--- src/rtl/rx_os_pkg.sv ---
// rx_os_pkg: shared encodings for the RX ordered-set counters.
// OS type codes, TS field layout and the field-compare helper.
package rx_os_pkg;

  typedef enum logic [1:0] {
    OS_TS1   = 2'd0,
    OS_TS2   = 2'd1,
    OS_EIEOS = 2'd2,
    OS_SKP   = 2'd3
  } osType_e;

  // expectedOs value meaning "no OS expected"; shares the SKP code.
  localparam logic [1:0] OS_NONE = 2'd3;

  localparam int FIELD_W     = 8;
  localparam int OS_FIELDS_W = 32;
  localparam int LINK_LSB    = 0;
  localparam int LANE_LSB    = 8;
  localparam int RATE_LSB    = 16;
  localparam int CTRL_LSB    = 24;

  typedef struct packed {
    logic [FIELD_W-1:0] ctrl;
    logic [FIELD_W-1:0] rate;
    logic [FIELD_W-1:0] lane;
    logic [FIELD_W-1:0] link;
  } tsFields_t;

  // Unpack a raw 32-bit slice into named TS symbols.
  function automatic tsFields_t unpackFields(
    input logic [OS_FIELDS_W-1:0] raw
  );
    tsFields_t f;
    f.link = raw[LINK_LSB +: FIELD_W];
    f.lane = raw[LANE_LSB +: FIELD_W];
    f.rate = raw[RATE_LSB +: FIELD_W];
    f.ctrl = raw[CTRL_LSB +: FIELD_W];
    return f;
  endfunction

  // EIEOS carries no negotiable content, so any two match.
  function automatic logic fieldsMatch(
    input logic [1:0] osType,
    input tsFields_t  a,
    input tsFields_t  b
  );
    return (osType == OS_EIEOS) || (a == b);
  endfunction

endpackage

--- src/rtl/rx_os_lane_counter.sv ---
// rx_os_lane_counter: one lane's consecutive-OS counter.
// Holds the count, the last stored TS fields and the reached flag.
module rx_os_lane_counter
  import rx_os_pkg::*;
#(
  parameter int CNTW = 5
) (
  input  logic                   clk,
  input  logic                   reset,
  input  logic                   enable,
  input  logic [CNTW-1:0]        comparatorsCount,
  input  logic [1:0]             expectedOs,
  input  logic                   osValid,
  input  logic [1:0]             osType,
  input  logic [OS_FIELDS_W-1:0] osFields,
  output logic                   countReached,
  output logic [OS_FIELDS_W-1:0] fieldsOut
);

  localparam logic [CNTW-1:0] CNT_MAX = '1;
  localparam logic [CNTW-1:0] CNT_ONE = CNTW'(1);

  logic [CNTW-1:0] count;
  logic [CNTW-1:0] countNext;
  tsFields_t       stored;
  tsFields_t       storedNext;
  tsFields_t       inFields;
  logic            reachedNext;
  logic            typeHit;
  logic            sameContent;

  assign inFields    = unpackFields(osFields);
  assign typeHit     = (osType == expectedOs);
  assign sameContent = fieldsMatch(osType, inFields, stored);

  // Next count/fields in priority order; SKP and idle cycles hold.
  always_comb begin
    countNext  = count;
    storedNext = stored;
    if (!enable) begin
      countNext  = '0;
      storedNext = '0;
    end else if (!osValid) begin
      countNext = count;
    end else if (osType == OS_SKP) begin
      countNext = count;
    end else if (expectedOs == OS_NONE) begin
      countNext = count;
    end else if (typeHit) begin
      storedNext = inFields;
      if ((count == '0) || sameContent) begin
        countNext = (count == CNT_MAX) ? count : count + CNT_ONE;
      end else begin
        countNext = CNT_ONE;
      end
    end else begin
      countNext = '0;
    end
    reachedNext = enable && (countNext >= comparatorsCount);
  end

  // State registers; reset clears everything.
  always_ff @(posedge clk) begin
    if (reset) begin
      count        <= '0;
      stored       <= '0;
      countReached <= 1'b0;
    end else begin
      count        <= countNext;
      stored       <= storedNext;
      countReached <= reachedNext;
    end
  end

  assign fieldsOut = stored;

endmodule

--- src/rtl/rx_os_counter.sv ---
// rx_os_counter: per-lane TS1/TS2 consistency counters for the RX LTSSM.
// One independent rx_os_lane_counter per lane plus port slicing.
module rx_os_counter
  import rx_os_pkg::*;
#(
  parameter int MAXLANES = 16,
  parameter int CNTW     = 5
) (
  input  logic                            clk,
  input  logic                            reset,
  input  logic [MAXLANES-1:0]             resetOsCheckers,
  input  logic [CNTW-1:0]                 comparatorsCount,
  input  logic [1:0]                      expectedOs,
  input  logic [MAXLANES-1:0]             osValid,
  input  logic [2*MAXLANES-1:0]           osType,
  input  logic [OS_FIELDS_W*MAXLANES-1:0] osFields,
  output logic [MAXLANES-1:0]             countersComparators,
  output logic [OS_FIELDS_W*MAXLANES-1:0] osFieldsOut
);

  for (genvar i = 0; i < MAXLANES; i++) begin : gLane
    rx_os_lane_counter #(
      .CNTW(CNTW)
    ) uLane (
      .clk             (clk),
      .reset           (reset),
      .enable          (resetOsCheckers[i]),
      .comparatorsCount(comparatorsCount),
      .expectedOs      (expectedOs),
      .osValid         (osValid[i]),
      .osType          (osType[2*i +: 2]),
      .osFields        (osFields[OS_FIELDS_W*i +: OS_FIELDS_W]),
      .countReached    (countersComparators[i]),
      .fieldsOut       (osFieldsOut[OS_FIELDS_W*i +: OS_FIELDS_W])
    );
  end

endmodule

--- config.mk ---
export PLATFORM = sky130hd
export DESIGN_NAME = rx_os_counter
export DESIGN_NICKNAME = d
export VERILOG_FILES = /design/src/rtl/rx_os_pkg.sv /design/src/rtl/rx_os_lane_counter.sv /design/src/rtl/rx_os_counter.sv
export SDC_FILE = /design/constraint.sdc
export NUM_CORES = 2
export LEC_CHECK = 0
export ABC_CLOCK_PERIOD_IN_PS = 6560
export CAP_MARGIN = 20
export CORE_AREA = 4 4 433 435
export DETAILED_ROUTE_END_ITERATION = 6
export DIE_AREA = 0 0 437 439
export PLACE_DENSITY = 0.41
export SYNTH_ARGS = -nofsm -noshare
export SYNTH_HDL_FRONTEND = slang
export SYNTH_SLANG_ARGS = --single-unit
--- constraint.sdc ---
create_clock -name clk -period 6.56 [get_ports clk]
set_input_delay 0.656 -clock clk [delete_from_list [all_inputs] [get_ports clk]]
set_output_delay 0.656 -clock clk [all_outputs]
set_load 0.05 [all_outputs]
==> out/results.txt <==
Synth Warn #: 0
I/O Buffers: 1,112
Period minus WS final: 3.74 ns
Cts repair resizes: 0
Worst-Margin Slew: 0.984 ns
Synth top area cells: dfxtp_1, xor2_1, nand2_1
Status: completed
Power Dens Cells: 203 mW/mm²
Largest net degree at the start of global routing: 40
Layout cells sized above 1: 4.62%
Final core occ: 26.5%
Cell taking the most area after synthesis: dfxtp_1
Core area: 0.183 mm²
CP dominant cell by count: a21o_1
H-tree depth: 3
Largest family of logic cells by synthesized area: simple AND/OR/NAND/NOR gates
Post-synth EDFFs: 0
Setup TNS: 0 ns
Num ports: 1,113
Synth Area in Adders: 4.38%
Slew headroom: 34.4%
Commonest non-fill, non-tap cell in the layout: clkdlybuf4s50_1
Clock transition at path regs: 0.06 ns
Design Power: 0.00984 W
Max-cap viol count: 0
Synthesized Nets: 4,713
Setup violators final: 0
GRT overflow: 0
Hold Vio Cnt, Final: 0
DIE HEIGHT: 439 µm
Hold path endpoint: gLane[2].uLane.count[0]$_SDFF_PP0_
FF-to-FF Start: gLane[14].uLane.fieldsOut[31]$_SDFFE_PP0P_
Int Pwr: 0.00705 W
Worst EP required: 7.12 ns
Worst R2R End: gLane[14].uLane.countReached$_SDFF_PP0_
Cell Area, Synth: 0.0320 mm²
Post-CTS setup buffers: 0
Switching Fraction: 28.3%
Layout Cells excl Fill: 7,611
VDD IR-drop max: 0.000168 V
First-pass GRT wire length: 231,000 µm
Vias per cell: 4.21
Slowest cell on the critical path: o21ai_0
Synthesized area per cell: 7.96 µm²
Initial drt markers: 1,635
Peak per-stage delay on the critical path: 0.58 ns
Initial Utilization: 17.5%
Clock Sinks: 608
CP arrival: 4.30 ns
Synth cell types: 70
Crit path launch type: primary input
Worst skew pair latency: 0.73 ns
Worst path bufs/invs: 1
Gate power share: 14.0%
CP top delay family: compound AO/OA/AOI/OAI gates
Most frequent cells in the layout: clkdlybuf4s50_1, nand2_1, dfxtp_1, a21oi_1, xor2_1
XOR/XNOR share of the synthesized area: 14.9%
Drt total wl: 166,000 µm
Synth Area in Compound Gates: 14.9%
Worst path cell trace: clkdlybuf4s50_1, xor2_1, nor4_1, nand4_1, o21ai_0, o21ai_0, nand3_1, ha_1, nand2b_1, a21o_1, a21o_1, a21o_1, a21oi_1, nor2_1
CTS max path bufs: 3
Synth top area share: 38.1%
Die X: 437 µm
Worst setup EP type: flip-flop
Nets: 5,758
Synth Instances: 4,016
Clock power share: 47.6%
TritonCTS buffer count: 85
CTS tree: yes
GRT Total Usage: 16.4%
Hold WS: 0.461 ns
Simple-gate area share of the yosys netlist: 21.9%
Tcrit/Tclk final: 56.9%
Detailed placement HPWL: 129,000 µm
DR pass1 iterations: 5
DP Cell Count: 7,438
Worst hold stages: 3
Start point of the worst hold path: reset
Area grow syn2layout: 51.7%
Switching power total: 0.00279 W
Cells on worst reg2reg path: 13
Asr flop ratio synth: 0%
Worst Skew: 0.0385 ns
CTS Root Cell: clkbuf_16
GPL Wtd Cong: 0.875
Synth Flop Type: dfxtp_1
Max Freq: 268 MHz
Multiplexer share of the synthesized area: 2.00%
Yosys reg bits: 608
Row cnt: 157
Seq/Total Area, Yosys: 38.1%
Sequential share of power: 38.4%
RSZ-0062 raised after global routing: false
Leakage: 18.4 nW
Via Count: 32,000
Tightest Hold Check Type: primary input to flip-flop
Die area: 0.192 mm²
Vias in the first global route: 31,200
DRT antenna net count: 0
Register-to-Register Setup Slack: 2.87 ns
Critical Path Fanout Max: 5
Wire per inst: 21.9 µm
# DRC: 0
Initial antenna violation count: 46
Max-slew violations: 0
Critical path type: primary input to flip-flop
Number of hold buffers added after cts: 0
==> kinds of logic after synthesis <==
family,Yosys count
AND/OR/NAND/NOR,1580
AO/OA/AOI/OAI,827
flip-flops,608
XOR/XNOR,544
buffers and inverters,281
adder cells (fa/ha/maj),112
multiplexers,64
==> stage by stage <==
stage	area, µm²	worst slack (ns)
4_1_cts	48400	2.61
3_3_place_gp	45700	1.85
5_1_grt	48500	2.45
6_report	48500	2.82
2_1_floorplan	32000	3.29
3_5_place_dp	45700	1.85
==> registers in the layout, indices dropped and copies added (netlist names) <==
signal and count:
gLane.uLane.fieldsOut 512, gLane.uLane.count 80, gLane.uLane.countReached 16
==> cell usage after synthesis, drive strengths merged, types with 10 or more instances <==
cell    number
clkbuf     126
nand4       53
nand2      996
nor2b       25
nand2b      35
buf         75
ha         112
nand3       59
a211oi      17
a31oi       23
a22oi       20
o211ai      11
and3        13
nor3        32
xor2       541
nor2       158
and2        19
inv         79
a21oi      559
o31ai       10
dfxtp      608
nor4       142
o21ai       53
a21o        53
mux2i       64
==> per-layer routing <==
metal / up-vias / global-route usage [%] / wire length, µm
met5: - / 0 / 125
met4: 20 / 4.28 / 3720
met3: 179 / 4.34 / 10400
met2: 920 / 29.5 / 84700
met1: 15100 / 19.2 / 67400
li1: 15800 / - / -
==> power by group through the flow <==
stage,Clock [W],Sequential [W],Combinational [W]
after floorplan,0,0.00399,0.000478
after global placement,0,0.00386,0.00140
after detailed placement,0,0.00386,0.00140
after CTS,0.00488,0.00378,0.00141
after global routing,0.00499,0.00379,0.00149
final,0.00468,0.00378,0.00138
==> worst min-delay path, cell delays in order <==
cell and delay (ns):
buf_2 0.10, buf_4 0.24, nor2_1 0.13
==> area by class of cell <==
| type | instances | area, µm² |
|---|---|---|
| Clock inverter | 24 | 218 |
| Fill cell | 19900 | 135000 |
| Inverter | 80 | 300 |
| Timing Repair Buffer | 1159 | 11500 |
| Clock buffer | 129 | 2550 |
| Multi-Input combinational cell | 3127 | 18700 |
| Antenna cell | 20 | 50.0 |
| Sequential cell | 608 | 12200 |
| Tap cell | 2464 | 3080 |
==> worst max path at each step <==
stage | from | end | cells past startpoint
global placement | osFields[479] | gLane[14].uLane.countReached$_SDFF_PP0_ | 14
global route | gLane[14].uLane.fieldsOut[31]$_SDFFE_PP0P_ | gLane[14].uLane.countReached$_SDFF_PP0_ | 13
CTS | gLane[14].uLane.fieldsOut[31]$_SDFFE_PP0P_ | gLane[14].uLane.countReached$_SDFF_PP0_ | 13
finish | osFields[479] | gLane[14].uLane.countReached$_SDFF_PP0_ | 14
floorplan | expectedOs[1] | gLane[0].uLane.countReached$_SDFF_PP0_ | 16
detailed placement | osFields[479] | gLane[14].uLane.countReached$_SDFF_PP0_ | 14
(Power assumes the default switching activity.)
